### config.mk
export PLATFORM = sky130hd
export DESIGN_NAME = vga_sync_gen
export DESIGN_NICKNAME = d
export VERILOG_FILES = /design/src/rtl/vga_sync_gen.sv
export SDC_FILE = /design/constraint.sdc
export NUM_CORES = 1
export LEC_CHECK = 0
export ABC_CLOCK_PERIOD_IN_PS = 4750
export CAP_MARGIN = 40
export CORE_AREA = 2 2 63 88
export CTS_BUF_LIST = sky130_fd_sc_hd__clkbuf_2 sky130_fd_sc_hd__clkbuf_4 sky130_fd_sc_hd__clkbuf_8
export DETAILED_ROUTE_END_ITERATION = 16
export DIE_AREA = 0 0 65 90
export GPL_TIMING_DRIVEN = 0
export SYNTH_ARGS = -nofsm -noshare
export SYNTH_HDL_FRONTEND = slang
export SYNTH_SLANG_ARGS = --single-unit
export TNS_END_PERCENT = 10
### constraint.sdc
create_clock -name clk -period 4.75 [get_ports clk]
set_input_delay 0.95 -clock clk [delete_from_list [all_inputs] [get_ports clk]]
set_output_delay 0.95 -clock clk [all_outputs]
set_load 0.03 [all_outputs]
### src/rtl/vga_sync_gen.sv
// VGA timing generator: a pixel-rate divider, h/v raster counters, sync and blank decode, and a frame counter.
// Optional macro VGA_SYNC_REG_EN registers the raster outputs (one clk latency); p_tick and frame_cnt are never delayed.
module vga_sync_gen #(
   parameter int H_VIS  = 640,
   parameter int H_FP   = 16,
   parameter int H_SYNC = 96,
   parameter int H_BP   = 48,
   parameter int V_VIS  = 480,
   parameter int V_FP   = 10,
   parameter int V_SYNC = 2,
   parameter int V_BP   = 33,
   parameter int DIV    = 4,
   parameter bit HS_POL = 1'b0,
   parameter bit VS_POL = 1'b0,
   parameter int CW     = 10,
   parameter int FW     = 8
) (
   input  logic          clk,
   input  logic          rst,
   output logic          p_tick,
   output logic [CW-1:0] pixel_x,
   output logic [CW-1:0] pixel_y,
   output logic          video_on,
   output logic          hsync,
   output logic          vsync,
   output logic          line_end,
   output logic          frame_start,
   output logic [FW-1:0] frame_cnt
);

   localparam int HT = H_VIS + H_FP + H_SYNC + H_BP;
   localparam int VT = V_VIS + V_FP + V_SYNC + V_BP;
   localparam int DW = (DIV > 1) ? $clog2(DIV) : 1;

   localparam logic [DW-1:0] DIV_MAX = DW'(DIV - 1);
   localparam logic [CW-1:0] H_MAX   = CW'(HT - 1);
   localparam logic [CW-1:0] V_MAX   = CW'(VT - 1);
   localparam logic [CW-1:0] H_VIS_C = CW'(H_VIS);
   localparam logic [CW-1:0] V_VIS_C = CW'(V_VIS);
   localparam logic [CW-1:0] HS_BEG  = CW'(H_VIS + H_FP);
   localparam logic [CW-1:0] HS_END  = CW'(H_VIS + H_FP + H_SYNC - 1);
   localparam logic [CW-1:0] VS_BEG  = CW'(V_VIS + V_FP);
   localparam logic [CW-1:0] VS_END  = CW'(V_VIS + V_FP + V_SYNC - 1);

   if (DIV < 1) begin : g_bad_div
      $error("vga_sync_gen: DIV must be 1 or more");
   end
   if ((longint'(HT) > (longint'(1) << CW)) || (longint'(VT) > (longint'(1) << CW))) begin : g_bad_cw
      $error("vga_sync_gen: HT-1 or VT-1 does not fit in CW bits");
   end

   typedef struct packed {
      logic [CW-1:0] x;
      logic [CW-1:0] y;
      logic          vo;
      logic          hs;
      logic          vs;
      logic          le;
      logic          fs;
   } raster_t;

   localparam raster_t RST_OUT = {{CW{1'b0}}, {CW{1'b0}}, 1'b0, ~HS_POL, ~VS_POL, 1'b0, 1'b0};

   logic [DW-1:0] div_q;
   logic [CW-1:0] h_q;
   logic [CW-1:0] v_q;
   logic [FW-1:0] fc_q;
   logic          tick;
   logic          h_end;
   logic          v_end;
   raster_t       ras_c;
   raster_t       ras_o;

   assign tick  = ~rst & (div_q == DIV_MAX);
   assign h_end = (h_q == H_MAX);
   assign v_end = (v_q == V_MAX);

   // NOTE: state registers use non-blocking assignments so every counter sees pre-edge values of the others.
   always_ff @(posedge clk) begin
      if (rst) begin
         div_q <= '0;
         h_q   <= '0;
         v_q   <= '0;
         fc_q  <= '0;
      end else begin
         div_q <= (div_q == DIV_MAX) ? '0 : div_q + 1'b1;
         if (tick) begin
            if (h_end) begin
               h_q <= '0;
               if (v_end) begin
                  v_q  <= '0;
                  fc_q <= fc_q + 1'b1;
               end else begin
                  v_q <= v_q + 1'b1;
               end
            end else begin
               h_q <= h_q + 1'b1;
            end
         end
      end
   end

   // NOTE: every field is given a value before any condition, so this decode cannot infer a latch.
   always_comb begin
      ras_c.x  = h_q;
      ras_c.y  = v_q;
      ras_c.vo = (h_q < H_VIS_C) && (v_q < V_VIS_C);
      ras_c.hs = ((h_q >= HS_BEG) && (h_q <= HS_END)) ? HS_POL : ~HS_POL;
      ras_c.vs = ((v_q >= VS_BEG) && (v_q <= VS_END)) ? VS_POL : ~VS_POL;
      ras_c.le = tick && h_end;
      ras_c.fs = tick && (h_q == '0) && (v_q == '0);
      // Reset is synchronous, so the counters may still hold stale values in the reset cycle itself.
      if (rst) ras_c = RST_OUT;
   end

`ifdef VGA_SYNC_REG_EN
   always_ff @(posedge clk) begin
      if (rst) ras_o <= RST_OUT;
      else     ras_o <= ras_c;
   end
`else
   assign ras_o = ras_c;
`endif

   assign p_tick      = tick;
   assign pixel_x     = ras_o.x;
   assign pixel_y     = ras_o.y;
   assign video_on    = ras_o.vo;
   assign hsync       = ras_o.hs;
   assign vsync       = ras_o.vs;
   assign line_end    = ras_o.le;
   assign frame_start = ras_o.fs;
   assign frame_cnt   = fc_q;

endmodule

# Word-level counts from Yosys, hierarchy flattened

Cells that the tools add are included.

Register bits after elaboration: 30
Bits of input ports: 2
Output and inout port bits: 34
Word-level logic and storage cells: 35

Add/sub/neg operators: 4
Magnitude comparators: 6
Equal/unequal tests: 3
Multiplexer cells: 5
Bitwise logic cells: 2
Reduce and logical (&&, ||, !) cells: 11

Operators by type and width:

| cell                                                                | count |
|---|---|
| two-way mux 25 bit                                                  | 1 |
| adder 10 x 1 -> 10 bit (second input constant)                      | 2 |
| == test 10 bit (second input constant)                              | 2 |
| zero test 10 bit                                                    | 2 |
| two-way mux 10 bit                                                  | 2 |
| greater-or-equal comparator 10 bit (second input constant)          | 1 |
| greater-or-equal comparator 10 x 9 -> 1 bit (second input constant) | 1 |
| <= comparator 10 bit (second input constant)                        | 1 |
| <= comparator 10 x 9 -> 1 bit (second input constant)               | 1 |
| less-than comparator 10 bit (second input constant)                 | 1 |
| less-than comparator 10 x 9 -> 1 bit (second input constant)        | 1 |
| adder 8 x 1 -> 8 bit (second input constant)                        | 1 |
| logical AND 1 bit                                                   | 6 |
| AND reduction 3 bit                                                 | 1 |
| adder 2 x 1 -> 2 bit (second input constant)                        | 1 |
| == test 2 bit (second input constant)                               | 1 |
| two-way mux 1 bit                                                   | 2 |
| AND reduction 2 bit                                                 | 1 |
| OR reduction 2 bit                                                  | 1 |
| AND 1 bit                                                           | 1 |
| inverter 1 bit                                                      | 1 |

# Logic depth before layout (Yosys ltp)

Word-level depth: 5
Depth in mapped cells: 8
Mapped depth without buffers: 6

# Least setup slack after synthesis

Ideal clock, no wire load.

Kind: input to output
Start point: input port rst
End point: output port vsync
Arrival: 2.272 ns
Slack: 1.528 ns
Cell stages on the path: 4
Buffers on the path: 1
Cell sequence: clkbuf_1 -> nor2b_1 -> nand2_1 -> or4_1

Word-level cells in the longest chain between the ends: 1

Ends and longest elaborated chain:

| element            | line | RTL |
|---|---|---|
| start, declared    | 19   | `input logic rst,` |
| two-way mux 25 bit | 113  | `if (rst) ras_c = RST_OUT;` |
| end, declared      | 25   | `output logic vsync,` |

Every way passes these cells.

# Final worst setup path

Start point: input port rst
End point: output port pixel_y[0]

Word-level cells in the longest chain between the ends: 1

Ends and longest elaborated chain:

| element            | line | RTL |
|---|---|---|
| two-way mux 25 bit | 113  |  |
| end, declared      | 22   | `output logic [CW-1:0] pixel_y,` |

Every way passes these cells.

==> parameters.txt <==
Parameter                              Value

STA
  Largest clock skew in the final design ... between 0.003 and 0.004 ns
  Tightest slew margin relative to the limit ... between 60% and 70%
  Worst-margin pin slew ... between 0.5 and 0.6 ns
  Final count of negative-setup-slack endpoints ... 0
  Min setup slack post-route ... a little over 0.4 ns
  Max Freq ... about 230 MHz
  Time the worst path needs with I/O delays and setup ... between 4 and 5 ns
  Portion of the clock cycle consumed by the worst path in the final layout ... about nine tenths
  Total Neg Setup Slack ... 0 ns
  Final Hold Violating Endpoints ... 0
  Count of pins over their slew limit ... 0
  Unrepaired setup endpoints after global routing ... no

Final layout
  Fraction of layout instances using a drive strength above 1 ... under 10%
  Combined flip-flop and latch cell area ... between 600 and 700 µm²
  Non-filler cells in the finished layout ... around 320
  Fill cells ... 534
  Final net count ... between 200 and 300
  Total inserted antenna cells ... 0
  Post-synthesis to final-layout area growth ... 30.1%
  Area taken by multi-input logic gates ... a little over 1000 µm²

Global route
  Via count of the first global-routing pass ... roughly 1500
  Overflow left after global routing ... 0
  Maximum number of pins on one net before global-route repair ... 11
  Global routing usage summed across all routing layers ... between 15 and 20%
  Global-route wire length before repair ... 7.46 mm
  Antenna violations before repair ... 0

Yosys
  Top area cells in the synthesized netlist ... sky130_fd_sc_hd__dfxtp_1 (35%), sky130_fd_sc_hd__nor2b_1 (6.6%), sky130_fd_sc_hd__a21oi_1 (5.6%)
  Top FF cell, synth ... sky130_fd_sc_hd__dfxtp_1
  Largest area contributor in the netlist ... sky130_fd_sc_hd__dfxtp_1
  Synth cell count leaders ... sky130_fd_sc_hd__dfxtp_1 (30), sky130_fd_sc_hd__a21oi_1 (19), sky130_fd_sc_hd__nor2b_1 (18)
  Net count after synthesis ... between 200 and 250
  Sequential area share after synthesis ... 35.1%
  Area fraction of the dominant cell type after synthesis ... 35.1%
  Most frequently used cell type in the post-synthesis netlist ... sky130_fd_sc_hd__dfxtp_1
  Proportion of register bits with asynchronous set or reset after synthesis ... 0%
  Total number of yosys warnings ... 0
  Post-Synthesis Cell Area ... about 1700 µm²
  Cell count after synthesis ... about 220
  Number of enable-type register cells in the synthesized netlist ... 0
  Number of distinct standard cells referenced by the synthesized netlist ... 37
  Number of register bits inferred by synthesis ... 30
  Post-synthesis area per instance ... approximately 8.0 µm²

Critical path
  Critical-path cell list ... clkdlybuf4s50_1, clkbuf_1, buf_1, buf_1, nor2_1, clkdlybuf4s50_1
  Flop-to-flop setup slack ... 2.42 ns
  Type of destination of the critical path ... primary output
  Element type at the critical path start ... input pin
  Critical path type ... input pin to primary output
  Arrival @ worst endpoint ... about 3.4 ns
  CP max-delay cell ... sky130_fd_sc_hd__clkdlybuf4s50_1
  Maximum fanout along the worst path ... 10
  Peak per-stage delay on the critical path ... a little over 0.6 ns
  Data required time of the critical path ... 3.80 ns

Power
  Maximum vdd drop ... around 0.16 mV
  Leakage power ... 0.724 nW
  Power density cells ... 219 nW/µm²

Clock network
  CTS tree ... yes
  Clock network latency to the later pin of the worst-skew pair ... approximately 0.28 ns
  H-tree level count ... 2
  Clock Root Buffer ... sky130_fd_sc_hd__clkbuf_8
  TritonCTS Buffers ... 5
  Hold-fix buffers, CTS ... 0
  Quantity of gates resized following cts ... 0
  Count of buffers added by post-CTS timing repair for setup ... 0
  Clock slew at the register clock pins of the worst setup and hold paths ... approximately 0.060 ns
  Clock Path Buffers ... 2
  # clock sinks ... 30

Flow run
  Number of max-cap violations ... 0

Run status
  Run status ... completed

Floorplanning
  Core region area ... 5080 µm²
  Die Width ... approximately 65 µm
  Initial Utilization ... about a third
  Number of top-level design ports ... 36
  Area enclosed by the die boundary ... ~5900 µm²
  Number of rows created at floorplan ... 31
  Y dimension of the die ... about 90 µm

Detailed routing
  Iteration-0 DRC count of the detailed router ... between 80 and 90
  Final ANT Viol Nets ... 0
  Total wire length after detailed routing ... about 4.4 mm
  Remaining design rule violation count ... 0
  Average routed wire per standard cell ... 13.7 µm
  Total number of vias ... 1697
  Per-cell via count in the routed design ... 5.27
  Initial DRT Pass Iterations ... 4

Placement
  Number of cells in the design after placement ... approximately 320
  Count of input and output buffers ... 35
  HPWL reported at the end of detailed placement ... 3.25 mm
  Final RePlAce weighted congestion ... 0.824
  Minimum setup slack after placement ... between 0.3 and 0.4 ns

Hold path
  Hold Crit Class ... flip-flop to flip-flop
==> state kept, by name, summed over array words and instances, names as in the netlist <==
register	flops
frame_cnt	8
v_q	10
h_q	10
div_q	2
==> metrics by stage <==
stage	power, mW	instance area [µm²]	util (%)	hold WS, ns
floorplan	0.279	1710	-	0.404
global placement	0.288	2140	42.2	0.414
global route	0.505	2230	43.8	0.469
finish	0.487	2230	43.8	0.435
CTS	0.493	2230	43.8	0.442
detailed placement	0.288	2140	42.2	0.433
==> worst max-delay path: cells and delay by family <==
kind                   cells  cell delay, ns
buffers and inverters      5            2.32
AND/OR/NAND/NOR            1            0.11
==> metal layers <==
layer	part of all wire (%)	track usage, %	up-vias
met4	1.9	7.09	0
met1	44	19.9	804
met2	51	26.9	22
li1	-	-	863
met5	0	0	-
met3	2.9	2.63	8
==> logic make-up after synthesis <==
kind of cell               after synthesis  synth area share (%)
buffers and inverters                   23                  5.56
adders and majority gates                6                  4.39
muxes                                    1                 0.658
xor gates and xnor gates                 9                  4.61
AOI/OAI and AO/OA                       37                  12.7
DFF                                     30                  35.1
and+or+nand+nor                        109                  36.9
==> power by group <==
group | leakage [nW] | total [mW] | switching (mW) | internal (mW)
sequential | 0.242 | 0.256 | 0.00174 | 0.255
combinational | 0.439 | 0.0260 | 0.0166 | 0.00937
clock | 0.0431 | 0.205 | 0.0933 | 0.112
==> cell type report <==
type,count,area share (%)
tap,66,3.71
inverter,8,1.35
buffer,15,2.92
sequential,30,27.0
multi-input combinational,162,45.6
timing repair buffer,35,15.7
clock buffer,6,3.71
==> cells in the final DEF, fill, tap and decap left out, types with 2 or more instances in the layout <==
master / n
sky130_fd_sc_hd__clkdlybuf4s50_1: 35
sky130_fd_sc_hd__dfxtp_1: 30
sky130_fd_sc_hd__a21oi_1: 19
sky130_fd_sc_hd__nor2b_1: 18
sky130_fd_sc_hd__nand3_1: 15
sky130_fd_sc_hd__nor2_1: 14
sky130_fd_sc_hd__clkbuf_1: 10
sky130_fd_sc_hd__nand2_1: 10
sky130_fd_sc_hd__or4_1: 10
sky130_fd_sc_hd__nor3_1: 10
sky130_fd_sc_hd__o31ai_1: 9
sky130_fd_sc_hd__inv_1: 8
sky130_fd_sc_hd__nand4_1: 8
sky130_fd_sc_hd__o21ai_0: 6
sky130_fd_sc_hd__ha_1: 6
sky130_fd_sc_hd__clkbuf_8: 6
sky130_fd_sc_hd__xnor2_1: 5
sky130_fd_sc_hd__nor4_1: 4
sky130_fd_sc_hd__or3_1: 4
sky130_fd_sc_hd__xor2_1: 4
sky130_fd_sc_hd__buf_1: 3
sky130_fd_sc_hd__nand2b_1: 3
sky130_fd_sc_hd__and3_1: 2
sky130_fd_sc_hd__nor4b_1: 2
==> worst paths after layout <==
check | endpoint | cells past startpoint | startpoint
worst min-delay path | div_q[0] | 1 | div_q[0]
worst max register to register | frame_cnt[5] | 6 | h_q[5]
worst max-delay path | pixel_y[0] | 6 | rst
worst min register to register | div_q[0] | 1 | div_q[0]
Power figures use the tool's default switching activity.
